==> config.mk <==
export PLATFORM = sky130hd
export DESIGN_NAME = cla_result_buffer
export DESIGN_NICKNAME = d
export VERILOG_FILES = /design/src/rtl/cla_result_buffer.sv
export SDC_FILE = /design/constraint.sdc
export NUM_CORES = 1
export LEC_CHECK = 0
export CAP_MARGIN = 20
export CORE_ASPECT_RATIO = 0.8
export CORE_UTILIZATION = 40
export DETAILED_ROUTE_END_ITERATION = 12
export GPL_ROUTABILITY_DRIVEN = 0
export PLACE_DENSITY_LB_ADDON = 0.1
export SETUP_SLACK_MARGIN = 0.1
export SLEW_MARGIN = 30
export SYNTH_ARGS = -nofsm -noshare
export SYNTH_HDL_FRONTEND = slang
export SYNTH_SLANG_ARGS = --single-unit
==> constraint.sdc <==
create_clock -name clk -period 2.6 [get_ports clk]
set_clock_uncertainty 0.2 [all_clocks]
set_input_delay 0.52 -clock clk [delete_from_list [all_inputs] [get_ports clk]]
set_output_delay 0.52 -clock clk [all_outputs]
set_load 0.02 [all_outputs]
==> src/rtl/cla_result_buffer.sv <==
// cla_result_buffer: captures each completion of the carry-lookahead adder
// ({cout, sum}) on the rising edge of the controller's done level into a small
// first-word-fall-through FIFO, and presents results over valid/ready.
// Optional feature: define CLA_RESULT_PARITY_EN to store a per-entry parity
// bit and expose it on res_parity.
module cla_result_buffer #(
  parameter  int N     = 16,
  parameter  int DEPTH = 4,
  localparam int AW    = $clog2(DEPTH)
) (
  input  logic          clk,
  input  logic          rst,
  input  logic          done,
  input  logic [N-1:0]  sum_in,
  input  logic          cout_in,
  output logic          res_valid,
  input  logic          res_ready,
  output logic [N-1:0]  res_sum,
  output logic          res_cout,
  output logic [AW:0]   count,
  output logic          full,
  output logic          empty,
  output logic          overflow
`ifdef CLA_RESULT_PARITY_EN
  ,
  output logic          res_parity
`endif
);

`ifdef CLA_RESULT_PARITY_EN
  localparam int EW = N + 2;
`else
  localparam int EW = N + 1;
`endif

  localparam logic [AW:0]   DEPTH_C = (AW+1)'(DEPTH);
  localparam logic [AW:0]   CNT_ONE = (AW+1)'(1);
  localparam logic [AW-1:0] PTR_ONE = AW'(1);

  typedef enum logic [1:0] {
    S_EMPTY,
    S_PARTIAL,
    S_FULL
  } occ_e;

  occ_e          state_q, state_d;
  logic          done_q, done_d;
  logic [AW-1:0] wr_ptr_q, wr_ptr_d;
  logic [AW-1:0] rd_ptr_q, rd_ptr_d;
  logic [AW:0]   count_q, count_d;
  logic          overflow_q, overflow_d;
  logic [EW-1:0] mem_q [DEPTH];
  logic [EW-1:0] mem_d [DEPTH];

  logic          cap;
  logic          pop;
  logic          wr;
  logic [EW-1:0] entry_in;
  logic [EW-1:0] head;

  // Entry to store on capture: {cout, sum}, with parity on top when enabled.
  always_comb begin
`ifdef CLA_RESULT_PARITY_EN
    entry_in = {^{cout_in, sum_in}, cout_in, sum_in};
`else
    entry_in = {cout_in, sum_in};
`endif
  end

  // Capture/pop/write events; a full FIFO still accepts when the head leaves on the same edge.
  always_comb begin
    cap = done & ~done_q;
    pop = res_valid & res_ready;
    wr  = cap & (~full | pop);
  end

  // Datapath next state: storage, pointers, occupancy count, sticky overflow.
  always_comb begin
    done_d     = done;
    mem_d      = mem_q;
    wr_ptr_d   = wr_ptr_q;
    rd_ptr_d   = rd_ptr_q;
    count_d    = count_q;
    overflow_d = overflow_q | (cap & full & ~pop);
    if (wr) begin
      mem_d[wr_ptr_q] = entry_in;
      wr_ptr_d        = wr_ptr_q + PTR_ONE;
    end
    if (pop) begin
      rd_ptr_d = rd_ptr_q + PTR_ONE;
    end
    case ({wr, pop})
      2'b10:   count_d = count_q + CNT_ONE;
      2'b01:   count_d = count_q - CNT_ONE;
      default: count_d = count_q;
    endcase
  end

  // Occupancy FSM next state; tracks the same transitions as count.
  always_comb begin
    state_d = state_q;
    case (state_q)
      S_EMPTY: begin
        if (wr) state_d = S_PARTIAL;
      end
      S_PARTIAL: begin
        if (wr && !pop && count_q == DEPTH_C - CNT_ONE) state_d = S_FULL;
        else if (pop && !wr && count_q == CNT_ONE)       state_d = S_EMPTY;
      end
      S_FULL: begin
        if (pop && !wr) state_d = S_PARTIAL;
      end
      default: state_d = S_EMPTY;
    endcase
  end

  // State registers with asynchronous clear of all state and storage.
  always_ff @(posedge clk or posedge rst) begin
    if (rst) begin
      state_q    <= S_EMPTY;
      done_q     <= 1'b0;
      wr_ptr_q   <= '0;
      rd_ptr_q   <= '0;
      count_q    <= '0;
      overflow_q <= 1'b0;
      for (int unsigned i = 0; i < DEPTH; i++) begin
        mem_q[i] <= '0;
      end
    end else begin
      state_q    <= state_d;
      done_q     <= done_d;
      wr_ptr_q   <= wr_ptr_d;
      rd_ptr_q   <= rd_ptr_d;
      count_q    <= count_d;
      overflow_q <= overflow_d;
      for (int unsigned i = 0; i < DEPTH; i++) begin
        mem_q[i] <= mem_d[i];
      end
    end
  end

  // Fall-through read of the head entry and status outputs.
  always_comb begin
    head      = mem_q[rd_ptr_q];
    res_sum   = head[N-1:0];
    res_cout  = head[N];
    empty     = (state_q == S_EMPTY);
    full      = (state_q == S_FULL);
    res_valid = ~empty;
    count     = count_q;
    overflow  = overflow_q;
`ifdef CLA_RESULT_PARITY_EN
    res_parity = head[N+1];
`endif
  end

endmodule

; ---- Word level (Yosys, flattened, before mapping)
; Cells that the tools add are included.
[word_totals]
regBits = 79
latchBits = 0
ram_bits = 0
rom_bits = 0
in_bits = 21
output_inout_bits = 24
wordCells = 61
mem_count = 0
[op_classes]
add_sub_neg = 4
mul = 0
div = 0
order_cmp = 3
eq_ne = 9
shifts = 0
muxes = 12
n_bitwise = 13
reduce_logical = 10
[ops]
columns = cell, n
row1 = $bwmux 68, 1
row2 = $mux 17, 3
row3 = $bmux 17 s2, 1
row4 = $demux 17 s2, 1
row5 = $mux 2, 4
row6 = $ge 3x3->1 const B, 2
row7 = $not 2->3, 2
row8 = $pmux 2 s3, 1
row9 = $pmux 3 s2, 1
row10 = $and 1x1->1, 5
row11 = $logic_and 1x1->1, 5
row12 = $add 2x1->2 const B, 2
row13 = $eq 2x1->1 const B, 2
row14 = $eq 2x2->1 const B, 2
row15 = $ne 2x1->1 const B, 2
row16 = $not 1->1, 4
row17 = $add 3x1->3 const B, 1
row18 = $eq 3x1->1 const B, 1
row19 = $eq 3x2->1 const B, 1
row20 = $lt 3x1->1 const B, 1
row21 = $ne 3x3->1 const B, 1
row22 = $reduce_and 3->1, 1
row23 = $sub 3x1->3 const B, 1
row24 = $logic_not 1->1, 2
row25 = other kinds (3), 4

; ---- Logic depth before layout (Yosys ltp)
[depth]
word_depth = 11
depth_mapped = 8
mapped_depth_nobuf = 7

; ---- Least setup slack after synthesis
; No wires, ideal clock.
[synth_timing]
path_kind = reg2out
startpoint = register rd_ptr_q[1]
endpoint = output res_sum[10]
t_arrival_ns = 1.460
t_required_ns = 1.880
setup_slack_ns = 0.420
stages_incl_launch_ff = 4
path_buffers = 2
cell_sequence = dfrtp_1 -> buf_2 -> buf_2 -> mux4_2
[synth_between]
elab_chain_cells = 4
[synth_lines]
columns = element, line
row1 = start: declaration, 49  ; logic [AW-1:0] rd_ptr_q, rd_ptr_d;
row2 = start signal: assignment, 133  ; rd_ptr_q <= rd_ptr_d;
row3 = $not 2->3 (not written as such), 144  ; head = mem_q[rd_ptr_q];
row4 = $bmux 17 s2, 144
row5 = $mux 17 (not written as such) (2 in a row), 144
row6 = end: declaration, 18  ; output logic [N-1:0] res_sum,
; Every way passes these cells. The select of a mux whose other input is x is not followed.

; ---- Worst setup path in the final report
[layout_timing]
startpoint = register rd_ptr_q[1]
endpoint = output res_sum[2]
; The elaborated chain is that of the path after synthesis.

==> results.txt <==
The flow ran to the end, but the final reports show violations. The checks that failed: design-rule violations. Setup violations remaining at the end of the flow were counted as 0. For this design the static power due to leakage is 0.002112 uW. Summed over all nets, the half-perimeter wirelength after detailed placement is 4477 um.

Counting cells, the worst reg-to-reg path comes to 7. Leaving out fill and tap cells, the most frequent cell in the layout is dfrtp_1. Across the run, the number of max-cap violations was 0. Critical path arrival: 1.72 ns. The maximum buffer depth of the clock tree was 2; the overall die height was 89.36 um.

VDD sags by at most 515.1 uV. The logs give 0.4092 GHz for the maximum achievable frequency and 8 for the number of optimization iterations in the first detailed-route pass. Power spread over the standard cell area amounts to 1332 nW/um^2.

Setup repair after global routing left no endpoint under its margin. For the worst endpoint required time, the log shows 1.88 ns. For the overall power after layout, the log shows 6388 uW. The number of buffers created by CTS was 9.

The via count of the first global-routing pass was 2112. The element type at the critical path end was an output pin. Slowest cell on the critical path: mux4_2. The clock period could shrink to 2.444 ns. The detail route stage leaves a number of antenna-violating nets equal to 0.

The most critical setup path has its startpoint at rd_ptr_q[1]$_DFFE_PP0P_. The proportion of layout cells with a drive suffix above 1 was 0.4103; the violation count after the first detailed-routing iteration was 103. The worst hold path terminates at overflow$_DFF_PP0_. The cell at the root of the clock tree is clkbuf_16. Setup fix buffers added after clock tree synthesis: 0. The sequential area share after synthesis is 0.5180.

The tools report the number of max-slew violations in the final report as 0. The total count of hold-check failures in the final report is 0, and the number of library cell types mapped by synthesis is 28. The dominant synthesized flop cell was dfrtp_1. The final sum of negative setup slack was 0 ns.

TritonCTS built the clock tree. Registers take 1978 sq um. In the final routed layout, each cell accounts on average for 16.84 um. Entering global routing, the biggest net connects 38 pins.

In this run the cell area of the synthesized design comes to 3816 sq um. The startpoint identified for the worst hold timing path is overflow$_DFF_PP0_. In this design, the largest share of critical-path delay is due to multiplexers. The region available for standard cell placement spans 9154 sq um. For this run, design rule violations remaining after detail routing come to 8. In the routed layout, each cell is associated on average with a via count of 4.980.

The final route contains 2017 vias. The share of flip-flops with an asynchronous set or reset after synthesis came out at 1.000. The clock sink count is 79. Traced cell by cell, the critical path runs through buf_12, mux4_2, clkdlybuf4s15_1. After global routing the overflow that remains totals 0.

The synthesized design contains 0 enable-type register cells. For the number of buffers inserted by hold repair at cts, the log shows 0. The initialized floorplan defines 31 standard-cell rows.

On the worst path, the slowest cell contributes a delay of 0.51 ns. The multi-input combinational cells in the finished layout cover a total of 1650 sq um. Counting every instance in the synthesized netlist gives 229.

The first global-routing pass estimated 11380 um of wire. The starting utilization of the core area was 0.4169. The boundary pin count is 45, and the latest clock arrival within the worst-skew pair is 0.33 ns. A synthesized cell averages 16.66 sq um.

The run gives 758 as the count of fill cells added during filler insertion. The die covers 9937 sq um. The slack of the worst reg-to-reg path is 0.69 ns, and the number of diodes is 0. The run gives 0 as the number of antenna violations at the first check in global routing.

STA classifies the critical path startpoint as a flop. The yosys synthesis warning count was 0. The level count of the clock H-tree was 3. The critical path is of the flop to output pin type. In this run the critical register-to-register path is captured at count[2]$_DFFE_PP0P_. For this block, the routed nets add up to 6821 um of wire.

For the relative max-transition margin, the log shows 0.6438. The portion of the clock cycle consumed by the worst path in the final layout was 0.9400; the number of nets in the finished design was 316. The top cell types in the final layout, fill and taps aside, are dfrtp_1 (78), mux2_4 (40), mux2_2 (29), clkdlybuf4s50_1 (26), mux4_2 (17). The tools report the worst flop-to-flop path startpoint as state_q[0]$_DFFE_PP0P_. The number of nets handed over by synthesis was 260. The worst-path maximum fanout came out at 8.

The core utilization of the finished layout is 0.5238. The class of the most critical hold timing path was flop to flop. At the pin with the least slew margin, the transition time is 0.5332 ns. Clock-pin slew was measured on the worst setup and hold paths at 0.05 ns.

The count of buffering cells on the critical path with inverters included was 2. The run gives 0.1558 as the all-layer global routing usage. Register bit count reported by yosys: 79.

The number of input and output port buffers inserted works out to 44. The die is 111.2 um wide. Number of stages on the worst hold path: 1. The layout-stage area growth over the synthesis result works out to 25.64%.
==> cells in the mapped netlist, drive strengths merged (2+ instances only) <==
| cell type | count | area, sq um |
|---|---|---|
| dfrtp | 79 | 1977 |
| mux2 | 69 | 927.1 |
| mux4 | 17 | 382.9 |
| buf | 12 | 143.9 |
| inv | 11 | 41.29 |
| ha | 10 | 125.1 |
| and3b | 4 | 35.03 |
| nand2 | 4 | 15.01 |
| xnor2 | 4 | 35.03 |
| nor2b | 3 | 18.77 |
| nor2 | 2 | 7.510 |
| o21ai | 2 | 10.01 |
==> cell families after synthesis <==
| group | synth area share |
|---|---|
| multiplexers | 0.3459 |
| flip-flops | 0.5180 |
| buffers and inverters | 0.04951 |
| AND/OR/NAND/NOR | 0.03082 |
| adder cells (fa/ha/maj) | 0.03279 |
| AO/OA/AOI/OAI | 0.01148 |
| XOR/XNOR | 0.01147 |
==> layer usage <==
| layer | up-vias | share of wire | track usage |
|---|---|---|---|
| met1 | 1038 | 0.50 | 0.2114 |
| met5 | - | 0 | 0 |
| li1 | 932 | - | - |
| met2 | 38 | 0.44 | 0.2318 |
| met4 | 0 | 0.016 | 0.05897 |
| met3 | 9 | 0.043 | 0.05424 |
==> area by class of cell <==
cell class	instances	area share
repair buffers	58	0.1362
inverters	11	0.009395
flip-flops and latches	79	0.4126
multi-input cells	126	0.3442
well taps	115	0.03001
clock buffers	11	0.05063
clock inverters	5	0.01696
==> how the worst max path moves through the flow <==
stage	to	slack [ns]	cells after the start
floorplan	res_sum[10]	0.42	3
global placement	count[2]$_DFFE_PP0P_	0.10	7
detailed placement	count[2]$_DFFE_PP0P_	0.04	8
CTS	res_sum[2]	0.10	3
global route	res_cout	0.10	3
finish	res_sum[2]	0.16	3
==> metrics by stage <==
stage / hold slack (ns) / instance area, sq um / setup slack (ns) / std cells
final: 0.2552 / 4795 / 0.1561 / 405
after floorplan: 0.2751 / 3820 / 0.4203 / 229
after detailed placement: 0.2440 / 4474 / 0.04420 / 389
after global placement: 0.2493 / 4474 / 0.1035 / 389
after CTS: 0.2599 / 4777 / 0.1040 / 405
after global routing: 0.2626 / 4795 / 0.1012 / 405
==> power by group <==
| group | leakage (uW) | switching [uW] | total [uW] | internal, uW |
|---|---|---|---|---|
| Combinational | 0.00101 | 1150 | 2860 | 1710 |
| Sequential | 0.000948 | 351 | 2190 | 1840 |
| Clock | 0.000156 | 473 | 1340 | 866 |
==> flip-flops by register name (all words and copies together), names as in the netlist <==
signal	cells
rd_ptr_q	2
mem_q	68
wr_ptr_q	2
count	3
done_q	1
state_q	2
overflow	1
==> repair_timing <==
item                       4_1_cts  5_1_grt
gates resized for setup         19       14
gates cloned                     0        0
setup endpoints to repair       18       14
(Power assumes the default switching activity.)
